$ cat src/rtl/ibpl_in_debounce.sv
// rtl/ibpl_in_debounce.sv - per-channel input synchroniser, debouncer and activity stretcher (optional edge strobe: IBPL_IN_DEBOUNCE_EDGE_EN)
module ibpl_in_debounce #(
    parameter int CHANNELS       = 6,
    parameter int DEB_CYCLES     = 1250,
    parameter int DEB_W          = 16,
    parameter int STRETCH_CYCLES = 6250000,
    parameter int STRETCH_W      = 23
) (
    input  logic                clk,
    input  logic                nReset,
    input  logic [CHANNELS-1:0] pin_in,
    input  logic [CHANNELS-1:0] input_enable,
    output logic [CHANNELS-1:0] diob_in,
    output logic [CHANNELS-1:0] input_act,
    output logic [CHANNELS-1:0] edge_rise
);

    localparam logic [DEB_W-1:0]     DEB_LAST = DEB_W'(DEB_CYCLES - 1);
    localparam logic [STRETCH_W-1:0] ST_LOAD  = STRETCH_W'(STRETCH_CYCLES);

    logic [CHANNELS-1:0] s1;
    logic [CHANNELS-1:0] s2;

    // Two-flop synchroniser; keeps running even while a channel is disabled
    always_ff @(posedge clk or negedge nReset) begin
        if (!nReset) begin
            s1 <= '0;
            s2 <= '0;
        end else begin
            s1 <= pin_in;
            s2 <= s1;
        end
    end

    for (genvar i = 0; i < CHANNELS; i++) begin : g_ch
        logic [DEB_W-1:0]     deb_cnt;
        logic [DEB_W-1:0]     deb_cnt_nxt;
        logic [STRETCH_W-1:0] st_cnt;
        logic [STRETCH_W-1:0] st_cnt_nxt;
        logic                 diob_q;
        logic                 diob_nxt;
        logic                 act_q;
        logic                 accept;

        // Debounce and stretch next-state; a disabled channel is forced quiet without counting as activity
        always_comb begin
            accept      = 1'b0;
            diob_nxt    = diob_q;
            deb_cnt_nxt = '0;
            st_cnt_nxt  = st_cnt;
            if (!input_enable[i]) begin
                diob_nxt   = 1'b0;
                st_cnt_nxt = '0;
            end else begin
                if (s2[i] == diob_q) begin
                    deb_cnt_nxt = '0;
                end else if (deb_cnt == DEB_LAST) begin
                    accept   = 1'b1;
                    diob_nxt = s2[i];
                end else begin
                    deb_cnt_nxt = deb_cnt + 1'b1;
                end
                if (accept) begin
                    st_cnt_nxt = ST_LOAD;
                end else if (st_cnt != '0) begin
                    st_cnt_nxt = st_cnt - 1'b1;
                end
            end
        end

        // Channel state registers; the activity flag is registered from the counter's next value
        always_ff @(posedge clk or negedge nReset) begin
            if (!nReset) begin
                deb_cnt <= '0;
                st_cnt  <= '0;
                diob_q  <= 1'b0;
                act_q   <= 1'b0;
            end else begin
                deb_cnt <= deb_cnt_nxt;
                st_cnt  <= st_cnt_nxt;
                diob_q  <= diob_nxt;
                act_q   <= (st_cnt_nxt != '0);
            end
        end

        assign diob_in[i]   = diob_q;
        assign input_act[i] = act_q;

`ifdef IBPL_IN_DEBOUNCE_EDGE_EN
        logic edge_q;

        // One-cycle strobe coincident with an accepted 0->1 change
        always_ff @(posedge clk or negedge nReset) begin
            if (!nReset) begin
                edge_q <= 1'b0;
            end else begin
                edge_q <= accept & s2[i];
            end
        end

        assign edge_rise[i] = edge_q;
`else
        assign edge_rise[i] = 1'b0;
`endif
    end

endmodule

$ cat config.mk
export PLATFORM = sky130hd
export DESIGN_NAME = ibpl_in_debounce
export DESIGN_NICKNAME = d
export VERILOG_FILES = /design/src/rtl/ibpl_in_debounce.sv
export SDC_FILE = /design/constraint.sdc
export NUM_CORES = 1
export LEC_CHECK = 0
export BUFFER_PORTS_ARGS = -buffer_cell sky130_fd_sc_hd__clkbuf_2
export CELL_PAD_IN_SITES_DETAIL_PLACEMENT = 0
export CELL_PAD_IN_SITES_GLOBAL_PLACEMENT = 1
export CORE_UTILIZATION = 25
export CTS_BUF_LIST = sky130_fd_sc_hd__clkbuf_4
export DETAILED_ROUTE_END_ITERATION = 8
export MAX_ROUTING_LAYER = met4
export PLACE_DENSITY = 0.56
export SETUP_SLACK_MARGIN = 0.15
export SYNTH_ARGS = -nofsm -noshare
export SYNTH_HDL_FRONTEND = slang
export SYNTH_SLANG_ARGS = --single-unit
$ cat constraint.sdc
create_clock -name clk -period 3.9 [get_ports clk]
set_input_delay 1.17 -clock clk [delete_from_list [all_inputs] [get_ports clk]]
set_output_delay 1.17 -clock clk [all_outputs]
set_load 0.05 [all_outputs]
==> summary.txt <==
Global routing
  • Vias in the first global route: between 10000 and 15000
  • First-pass GRT wire length: a little under 60000 um
  • Total GRT Usage: 13.1%
  • Number of antenna violations at the first check in global routing: 2
  • Grt ovf: 0
  • Largest net degree at the start of global routing: 75

Timing
  • Worst Tran Pin Value: 0.890 ns
  • Fmax: 0.298 GHz
  • Rel. slew slack: 40.0%
  • Final Max Tran Viols: 0
  • Final setup viols: 0
  • WHS: 0.335 ns
  • RSZ-0062 raised after global routing: false
  • Crit path time final: 3.36 ns
  • Final Cycle Share: a little under nine tenths
  • Fin Clk Skew: 0.0496 ns
  • Setup WS post-layout: 0.545 ns
  • Final Hold Viols: 0
  • Post-route setup TNS: 0 ns

Worst setup path
  • Crit path capture type: flop
  • Worst Path Required: 4.56 ns
  • Worst r2r src: g_ch[4].st_cnt[0]
  • R2r endpoint: g_ch[4].act_q
  • Crit-path max FO: 7
  • Critical path class: reg -> reg
  • Critical path arrival: 4.01 ns
  • R2r setup slk: 0.54 ns
  • CP Launch Type: flop
  • R2r worst-path depth: 9

Final layout
  • Finished layout cell area: 16000 um^2
  • Fill cells: 5850
  • Final cell count without fillers: 2358
  • Commonest non-fill, non-tap cells in the layout: dfrtp_1 (258), nor2_1 (216), clkbuf_4 (111)
  • Most common cell after layout, fill and taps aside: dfrtp_1
  • Area growth, synth to finish: 14.1%
  • Fraction of layout cells with a size suffix above 1: 12.8%
  • Nets: 1597
  • Core Util, Final: 28.9%

Power
  • Internal: around 7.0 mW
  • Sw Pwr: 5.47 mW
  • Power per cell area: just under 800 nW/um^2
  • Clock power share: roughly a fifth
  • Worst vdd ir: around 0.66 mV
  • Switching Share: 43.8%
  • Share of power burned in combinational logic: 48.1%
  • Pwr Total: around 12 mW
  • Reg power frac: 30.9%
  • Leak: 6.82 nW

Clock tree
  • Clock root cell: clkbuf_4
  • Clock-pin slew on the worst setup and hold paths: 0.06 ns
  • CTS buffer count: 83
  • CTS Hold Bufs: 0
  • Clk buf depth: 3
  • Clk Latency, worst-skew pair: approximately 0.79 ns
  • TritonCTS Sinks: around 260
  • H-tree levels: 3
  • Quantity of gates resized following cts: 0
  • CTS tree: yes
  • Post-CTS Setup Bufs: 0

Logic synthesis
  • Synth Area per Inst: 9.47 um^2
  • Post-synthesis adder-cell area fraction: roughly 2.1%
  • Synth warn: 0
  • Synth cell types: 75
  • Cells after synthesis: 1478
  • Largest area contributor in the netlist: dfrtp_1
  • Synth top area cells: dfrtp_1 (46%), nor2_1 (5.8%), xor2_1 (5.5%)
  • Top_reg_cell synth: dfrtp_1
  • Seq cells post-synth: 258
  • Number of flops mapped to enable cells by yosys: 0
  • Compound-Gate Fraction of Synth Area: between 10 and 15%
  • Sequential cell area fraction in the yosys report: 46.1%
  • Synth top area share: 46.1%
  • Multiplexer share of the synthesized area: less than 1%
  • Post-synthesis async set-or-reset flop share: between 90% and 100%
  • Simple logic cell fraction of the synthesized area: 26.4%
  • Xor and xnor fraction of the mapped netlist area: roughly a tenth
  • Main combinational cell family by area after synthesis: simple AND/OR/NAND/NOR gates
  • Mapped Area: ~14000 um^2

Outcome
  • Status: completed

Floorplanning
  • Die height: 239 um
  • Std-Cell Rows: 86
  • Die Area: roughly 57000 um^2
  • Initial Utilization: 25.4%
  • Core ar.: about 55000 um^2
  • I/O pin count: 32
  • Die width: 239 um

Drt
  • Via count: about 11000
  • Initial drt markers: 753
  • Via density: 4.79
  • WL per Instance: 14.7 um
  • Post-Route WL: roughly 35000 um
  • DRT antenna net count: 0
  • Drc violations: 0
  • DRT Pass-1 Iters: 5

Run
  • Max-capacitance violation count: 0

Place
  • Cells after DPL: roughly 2200
  • GP Congestion: slightly above 0.8
  • Place WS: between 0.5 and 0.6 ns
  • Final HPWL DP: 23300 um
  • Area after DPL: about 15000 um^2
  • Number of buffers added on ports: 25

Hold path
  • Hold endpoint: s2[3]
  • HP Start: s1[3]
  • WHS Path Cells: 0
  • Worst hold path class: reg -> reg
how the worst max path moves through the flow:
| stage | endpoint | slack [ns] | depth (start not counted) | from |
|---|---|---|---|---|
| floorplan | g_ch[0].act_q | 0.85 | 9 | g_ch[0].st_cnt[0] |
| global placement | g_ch[0].act_q | 0.63 | 9 | g_ch[0].st_cnt[0] |
| detailed placement | g_ch[4].act_q | 0.54 | 9 | g_ch[4].st_cnt[0] |
| CTS | g_ch[4].act_q | 0.54 | 9 | g_ch[4].st_cnt[0] |
| global route | g_ch[4].act_q | 0.33 | 9 | g_ch[4].st_cnt[0] |
| finish | g_ch[4].act_q | 0.54 | 9 | g_ch[4].st_cnt[0] |
area by class of cell:
cell class	count	area (um^2)	area share, %
multi-input combinational	1126	7110	44.5
sequential	258	6460	40.4
tap	748	936	5.86
clock buffer	111	833	5.22
timing repair buffer	55	385	2.41
inverter	35	131	0.822
clock inverter	20	115	0.720
antenna	5	12.5	0.0783
logic make-up (layout without fill, tap and decap cells):
family / after synthesis / after routing
other cells: 1 / 11
xor+xnor: 164 / 164
fa+ha+maj: 24 / 24
flops: 258 / 258
simple gates: 692 / 692
mux: 12 / 12
buf+inv: 99 / 221
compound gates: 228 / 228
synth_stat cells, drive strengths merged, types with 13 or more instances:
cell type	count
dfrtp	258
nor2	216
xor2	88
nand2	81
xnor2	76
a21oi	72
nand3	67
nor4	49
clkbuf	42
nor3	39
or3	39
inv	34
and3	32
o21ai	32
or4	31
nand4	25
ha	24
buf	22
a31oi	20
o31ai	18
nand2b	16
nor2b	15
nor4b	14
a211oi	13
flip-flops by register name, summed over array words and instances (netlist names):
register / cells
g_ch.st_cnt: 138
g_ch.deb_cnt: 96
g_ch.act_q: 6
g_ch.diob_q: 6
s1: 6
s2: 6
worst max-delay path, stage by stage (launching register included):
cell     delay [ns]
dfrtp_1        0.42
inv_1          0.12
ha_1           0.20
or4b_1         0.51
or2_0          0.37
nor4_2         0.36
o21a_1         0.22
a31oi_1        0.08
or4_1          0.47
or4_1          0.48
per-layer routing:
metal  track usage (%)  vias to the layer above  share of wire (%)
li1                  -                     5523                  -
met1              17.0                     5444                 48
met2              19.2                      238                 44
met3              3.43                       88                4.5
met4              5.28                        0                2.8
met5                 -                        -                  0
power by group through the flow:
| stage | registers (mW) | logic (mW) | clock network [mW] |
|---|---|---|---|
| after floorplan | 3.70 | 4.63 | 0 |
| after global placement | 3.88 | 6.02 | 0 |
| after detailed placement | 3.88 | 5.97 | 0 |
| after CTS | 3.85 | 6.00 | 2.79 |
| after global routing | 3.95 | 6.75 | 2.93 |
| final | 3.86 | 6.01 | 2.62 |
(Power assumes the default switching activity.)
